## src/rtl/ascon_share_loader.sv

```systemverilog
// Purpose  : serial-to-parallel share loader; assembles key/nonce/AD/PT (SHARES shares each) from W-bit lanes.
// Latency  : data_valid_o rises on the edge after the BEATS-th accepted beat; ack re-opens input next cycle.
// Backpress: in_ready_o low in IDLE and FULL; FULL holds fields until data_ack_i (or clear_i).
//
// Ports:
//   clk, rst                        rising-edge clock, asynchronous active-low reset
//   key_i/nonce_i/ad_i/pt_i         one SHARES*W-bit beat per field, share s at [s*W +: W], MSB-first
//   in_valid_i / in_ready_o         beat handshake
//   clear_i                         synchronous abort back to an empty LOAD
//   key_o/nonce_o/ad_o/pt_o         assembled fields, share s at [s*LEN +: LEN]
//   data_valid_o / data_ack_i       output hand-off to the core
//   beat_o                          beats accepted in the current load
//
// Build option: define ASCON_LOADER_ZEROIZE_EN to wipe all field registers on ack-from-FULL and on clear_i.

// Purpose  : one shared field register; shifts lanes in MSB-first while its beat window is open.
// Latency  : register updates on the accepting edge.
// Backpress: none of its own; follows the shift enable from the loader.
module ascon_share_field #(
    parameter int LEN    = 128,
    parameter int W      = 1,
    parameter int SHARES = 3,
    parameter int NB     = 128,
    parameter int BW     = 8
) (
    input  logic                   clk,
    input  logic                   rst,
    input  logic                   i_shift,
    input  logic                   i_zero,
    input  logic [BW-1:0]          i_beat,
    input  logic [SHARES*W-1:0]    i_lane,
    output logic [SHARES*LEN-1:0]  o_field
);
    // On the last beat of a field whose length is not a multiple of W only the
    // top REM lane bits belong to the field; shifting the concatenation right by
    // W-REM drops the unused low lane bits.
    localparam int REM = LEN % W;
    localparam int SH  = (REM == 0) ? 0 : (W - REM);

    logic                  w_active;
    logic                  w_last;
    logic [SHARES*LEN-1:0] w_next;
    logic [SHARES*LEN-1:0] r_field;

    assign w_active = (i_beat < BW'(NB));
    assign w_last   = (i_beat == BW'(NB - 1));

    always_comb begin
        logic [LEN+W-1:0] w_cat;
        logic [LEN+W-1:0] w_sh;
        w_next = r_field;
        w_cat  = '0;
        w_sh   = '0;
        for (int s = 0; s < SHARES; s++) begin
            w_cat = {r_field[s*LEN +: LEN], i_lane[s*W +: W]};
            w_sh  = w_last ? (w_cat >> SH) : w_cat;
            w_next[s*LEN +: LEN] = w_sh[LEN-1:0];
        end
    end

    always_ff @(posedge clk or negedge rst) begin
        if (!rst) begin
            r_field <= '0;
        end else if (i_zero) begin
            r_field <= '0;
        end else if (i_shift && w_active) begin
            r_field <= w_next;
        end
    end

    assign o_field = r_field;
endmodule

module ascon_share_loader #(
    parameter int KLEN   = 128,
    parameter int NLEN   = 128,
    parameter int ALEN   = 40,
    parameter int PLEN   = 40,
    parameter int W      = 1,
    parameter int SHARES = 3,
    localparam int KB    = (KLEN + W - 1) / W,
    localparam int NB    = (NLEN + W - 1) / W,
    localparam int AB    = (ALEN + W - 1) / W,
    localparam int PB    = (PLEN + W - 1) / W,
    localparam int M1    = (KB > NB) ? KB : NB,
    localparam int M2    = (AB > PB) ? AB : PB,
    localparam int BEATS = (M1 > M2) ? M1 : M2,
    localparam int BW    = $clog2(BEATS + 1)
) (
    input  logic                    clk,
    input  logic                    rst,
    input  logic [SHARES*W-1:0]     key_i,
    input  logic [SHARES*W-1:0]     nonce_i,
    input  logic [SHARES*W-1:0]     ad_i,
    input  logic [SHARES*W-1:0]     pt_i,
    input  logic                    in_valid_i,
    output logic                    in_ready_o,
    input  logic                    clear_i,
    output logic [SHARES*KLEN-1:0]  key_o,
    output logic [SHARES*NLEN-1:0]  nonce_o,
    output logic [SHARES*ALEN-1:0]  ad_o,
    output logic [SHARES*PLEN-1:0]  pt_o,
    output logic                    data_valid_o,
    input  logic                    data_ack_i,
    output logic [BW-1:0]           beat_o
);
    typedef enum logic [1:0] {S_IDLE, S_LOAD, S_FULL} state_t;

    state_t        r_state;
    state_t        w_state_nxt;
    logic [BW-1:0] r_beat;
    logic [BW-1:0] w_beat_nxt;
    logic          w_accept;
    logic          w_shift;
    logic          w_zero;

    assign w_accept = in_valid_i && (r_state == S_LOAD);
    // An abort on the same edge must not let the beat land in the fields.
    assign w_shift  = w_accept && !clear_i;

`ifdef ASCON_LOADER_ZEROIZE_EN
    assign w_zero = clear_i || ((r_state == S_FULL) && data_ack_i);
`else
    assign w_zero = 1'b0;
`endif

    always_comb begin
        w_state_nxt = r_state;
        w_beat_nxt  = r_beat;
        case (r_state)
            S_IDLE: w_state_nxt = S_LOAD;
            S_LOAD: begin
                if (w_accept) begin
                    w_beat_nxt = r_beat + BW'(1);
                    if (r_beat == BW'(BEATS - 1)) begin
                        w_state_nxt = S_FULL;
                    end
                end
            end
            S_FULL: begin
                if (data_ack_i) begin
                    w_state_nxt = S_LOAD;
                    w_beat_nxt  = '0;
                end
            end
            default: w_state_nxt = S_IDLE;
        endcase
        if (clear_i) begin
            w_state_nxt = S_LOAD;
            w_beat_nxt  = '0;
        end
    end

    always_ff @(posedge clk or negedge rst) begin
        if (!rst) begin
            r_state <= S_IDLE;
            r_beat  <= '0;
        end else begin
            r_state <= w_state_nxt;
            r_beat  <= w_beat_nxt;
        end
    end

    assign in_ready_o   = (r_state == S_LOAD);
    assign data_valid_o = (r_state == S_FULL);
    assign beat_o       = r_beat;

    ascon_share_field #(.LEN(KLEN), .W(W), .SHARES(SHARES), .NB(KB), .BW(BW)) u_key (
        .clk(clk), .rst(rst), .i_shift(w_shift), .i_zero(w_zero),
        .i_beat(r_beat), .i_lane(key_i), .o_field(key_o)
    );
    ascon_share_field #(.LEN(NLEN), .W(W), .SHARES(SHARES), .NB(NB), .BW(BW)) u_nonce (
        .clk(clk), .rst(rst), .i_shift(w_shift), .i_zero(w_zero),
        .i_beat(r_beat), .i_lane(nonce_i), .o_field(nonce_o)
    );
    ascon_share_field #(.LEN(ALEN), .W(W), .SHARES(SHARES), .NB(AB), .BW(BW)) u_ad (
        .clk(clk), .rst(rst), .i_shift(w_shift), .i_zero(w_zero),
        .i_beat(r_beat), .i_lane(ad_i), .o_field(ad_o)
    );
    ascon_share_field #(.LEN(PLEN), .W(W), .SHARES(SHARES), .NB(PB), .BW(BW)) u_pt (
        .clk(clk), .rst(rst), .i_shift(w_shift), .i_zero(w_zero),
        .i_beat(r_beat), .i_lane(pt_i), .o_field(pt_o)
    );
endmodule

```

## config.mk

```make
export PLATFORM = sky130hd
export DESIGN_NAME = ascon_share_loader
export DESIGN_NICKNAME = d
export VERILOG_FILES = /design/src/rtl/ascon_share_loader.sv
export SDC_FILE = /design/constraint.sdc
export NUM_CORES = 2
export LEC_CHECK = 0
export CORE_AREA = 8 8 400 402
export CTS_CLUSTER_DIAMETER = 80
export DETAILED_ROUTE_END_ITERATION = 8
export DIE_AREA = 0 0 408 410
export PLACE_DENSITY = 0.44
export SYNTH_ARGS = -nofsm -noshare
export SYNTH_HDL_FRONTEND = slang
export SYNTH_SLANG_ARGS = --single-unit
```

## constraint.sdc

```tcl
create_clock -name clk -period 2.43 [get_ports clk]
set_input_delay 0.486 -clock clk [delete_from_list [all_inputs] [get_ports clk]]
set_output_delay 0.486 -clock clk [all_outputs]
set_load 0.05 [all_outputs]
```

==> impl_metrics.yaml <==
outcome:
  outcome: "completed"
synth:
  syn-num-nets: 2207
  ys_warn_count: 0
  syn_avg_cell_area_um2: 17.3
  ys_types: 29
  netlist_instances: 2189
  yosysSeqAreaShare_pct: 67.2
  netlist_area_um2: 37900
  yosys_register_bits: 1018
sta:
  finalHoldViolCount: 0
  post-route-min-period_ns: 2.30
  relSlewSlack_pct: 55.6
  holdWs_ns: 0.297
  setup_tns_ns: 0
  setup_violations: 0
  fin_ws_ns: 0.130
  max_freq_ghz: 0.435
  rsz0062_at_grt: "false"
  worst_slew_pin_slew_ns: 0.668
  period_share_pct: 94.7
  finalClockSkew_ns: 0.0524
  slew_violations: 0
placement:
  post-place-ws_ns: -0.304
  place_congestion: 0.748
  place_hpwl_mm: 98.4
  numPortBuffers: 1034
die:
  num_rows: 144
  die_y_um: 410
  chipWidth_um: 408
  die-area_um2: 167000
  initial_utilization_pct: 24.7
  ios: 1035
  core_area_um2: 153000
critical_path:
  critPathTopFamily: "buffers and inverters"
  critPathMaxStageDelay_ns: 0.64
  crit_required_ns: 1.94
  worst-path-buf-inv: 1
  path_cells: "dlygate4sd2_1"
  crit_type: "register to output pin"
  path_max_fanout: 3
  r2r_start: "r_state[0]"
  cp-end-kind: "output pin"
  crit_arrival_ns: 1.81
  startpoint: "u_nonce.o_field[350]"
  start_kind: "register"
  worst_path_max_delay_cell: "dlygate4sd2_1"
power_and_ir_drop:
  ir_worst_vdd_uv: 663
  leakagePower_nw: 30.1
  total_power_mw: 47.7
  power_density_nw_per_um2: 882
global_route:
  grt_max_degree: 85
  antenna_found_initial: 1
  grt.overflow.total: 0
  grt_pass1_wl_mm: 186
  grt_pass1_vias: 24700
  grtUsageTotal_pct: 14.8
cts:
  cts_tree: "built"
  clock_path_buffers: 3
  post_cts_buffers: 0
  htree_levels: 3
  numCtsBuffers: 119
  clock-sinks: 1018
  cts.root.buffer_cell: "clkbuf_16"
  path_clk_slew_ns: 0.06
  worstSkewPairLatency_ns: 0.73
cells_and_area:
  syn_to_final_growth_pct: 42.7
  nNetsFinal: 3350
  drive_gt1_share_pct: 34.1
  final_common_cell: "dfrtp_1"
  final_cell_mix: "dfrtp_1, dlygate4sd2_1, mux2_2"
  diodes: 0
detailed_routing:
  wl_per_cell_um: 23.4
  ant_nets: 0
  drc: 0
  viasPerCell: 4.20
  num_vias: 23000
  wirelength_mm: 128
  firstDrtPassIters: 4
  drt_iter0_drc: 828
run:
  drv_cap: 0
hold_path:
  hold_class: "primary input to asynchronous set/reset pin"
[synth_stat cells, drive strengths merged]
| cell | number | area (um2) |
|---|---|---|
| inv | 1 | 3.75 |
| clkbuf | 5 | 18.8 |
| mux2 | 1009 | 11400 |
| nand3 | 2 | 10.0 |
| a211oi | 1 | 7.51 |
| a32o | 1 | 10.0 |
| nor3 | 3 | 15.0 |
| nor4bb | 1 | 10.0 |
| a22o | 1 | 8.76 |
| a21oi | 1 | 5.00 |
| nor2b | 4 | 25.0 |
| o21ai | 9 | 45.0 |
| nand2 | 6 | 22.5 |
| o22ai | 1 | 6.26 |
| a221o | 1 | 10.0 |
| buf | 110 | 759 |
| and3 | 6 | 37.5 |
| dfrtp | 1018 | 25500 |
| nor4 | 1 | 12.5 |
| nor2 | 2 | 7.51 |
| a311oi | 1 | 8.76 |
| a31oi | 2 | 12.5 |
| nor3b | 1 | 7.51 |
| ha | 1 | 12.5 |
| and3b | 1 | 8.76 |
[what timing repair did]
item / in CTS / in global routing
endpoints found under the setup margin: 959 / 1
resized for setup: 959 / 1
hold endpoints to repair: 17 / 0
hold buffers: 1 / 0
[kinds of logic after synthesis]
family | synth area share [%]
adders and majority gates | 0.0330
and+or+nand+nor | 0.413
DFF | 67.2
buffers and inverters | 2.06
AOI/OAI and AO/OA | 0.300
muxes | 30.0
[through the flow]
stage | cell area, um2 | util, % | cells
4_1_cts | 54100 | 35.3 | 5473
2_1_floorplan | 37900 | - | 2189
5_1_grt | 54100 | 35.3 | 5473
6_report | 54100 | 35.3 | 5473
3_3_place_gp | 51200 | 33.4 | 5254
3_5_place_dp | 51200 | 33.4 | 5254
[power breakdown]
part	internal, mW	total [mW]	switching [mW]	leakage [nW]
clock	11.0	18.3	7.33	2.02
combinational	2.63	9.96	7.33	14.1
sequential	18.4	19.5	1.10	13.9
total	31.9	47.7	15.8	30.1
[state kept, by name, summed over array words and instances, names as in the netlist]
signal and flops:
u_pt.o_field 120, u_ad.o_field 120, u_key.o_field 384, beat_o 8, r_state 2, u_nonce.o_field 384
[path summary, 6_finish.rpt]
path	cells past startpoint	to	slack, ns
setup reg to reg	6	u_pt.o_field[37]	0.36
setup / recovery	1	nonce_o[350]	0.13
hold reg to reg	1	u_ad.o_field[39]	0.48
hold / removal	2	u_pt.o_field[79]	0.30
min in group clk	2	u_nonce.o_field[128]	0.37
max in group asynchronous	4	u_nonce.o_field[252]	1.19
[layout make-up]
class / instances / area, um2
clock inverters: 37 / 480
repair buffers: 1137 / 10300
clock buffers: 181 / 3600
fillers: 15200 / 99300
multi-input cells: 1055 / 11700
flip-flops and latches: 1018 / 25500
well taps: 2044 / 2560
inverters: 1 / 3.75
[layer usage]
metal	share of wire (%)	track usage [%]
met1	38	16.5
met5	0.0094	0
met3	10	7.21
met4	2.7	3.93
met2	50	25.2
No activity file was read; power rests on OpenSTA's default activity.
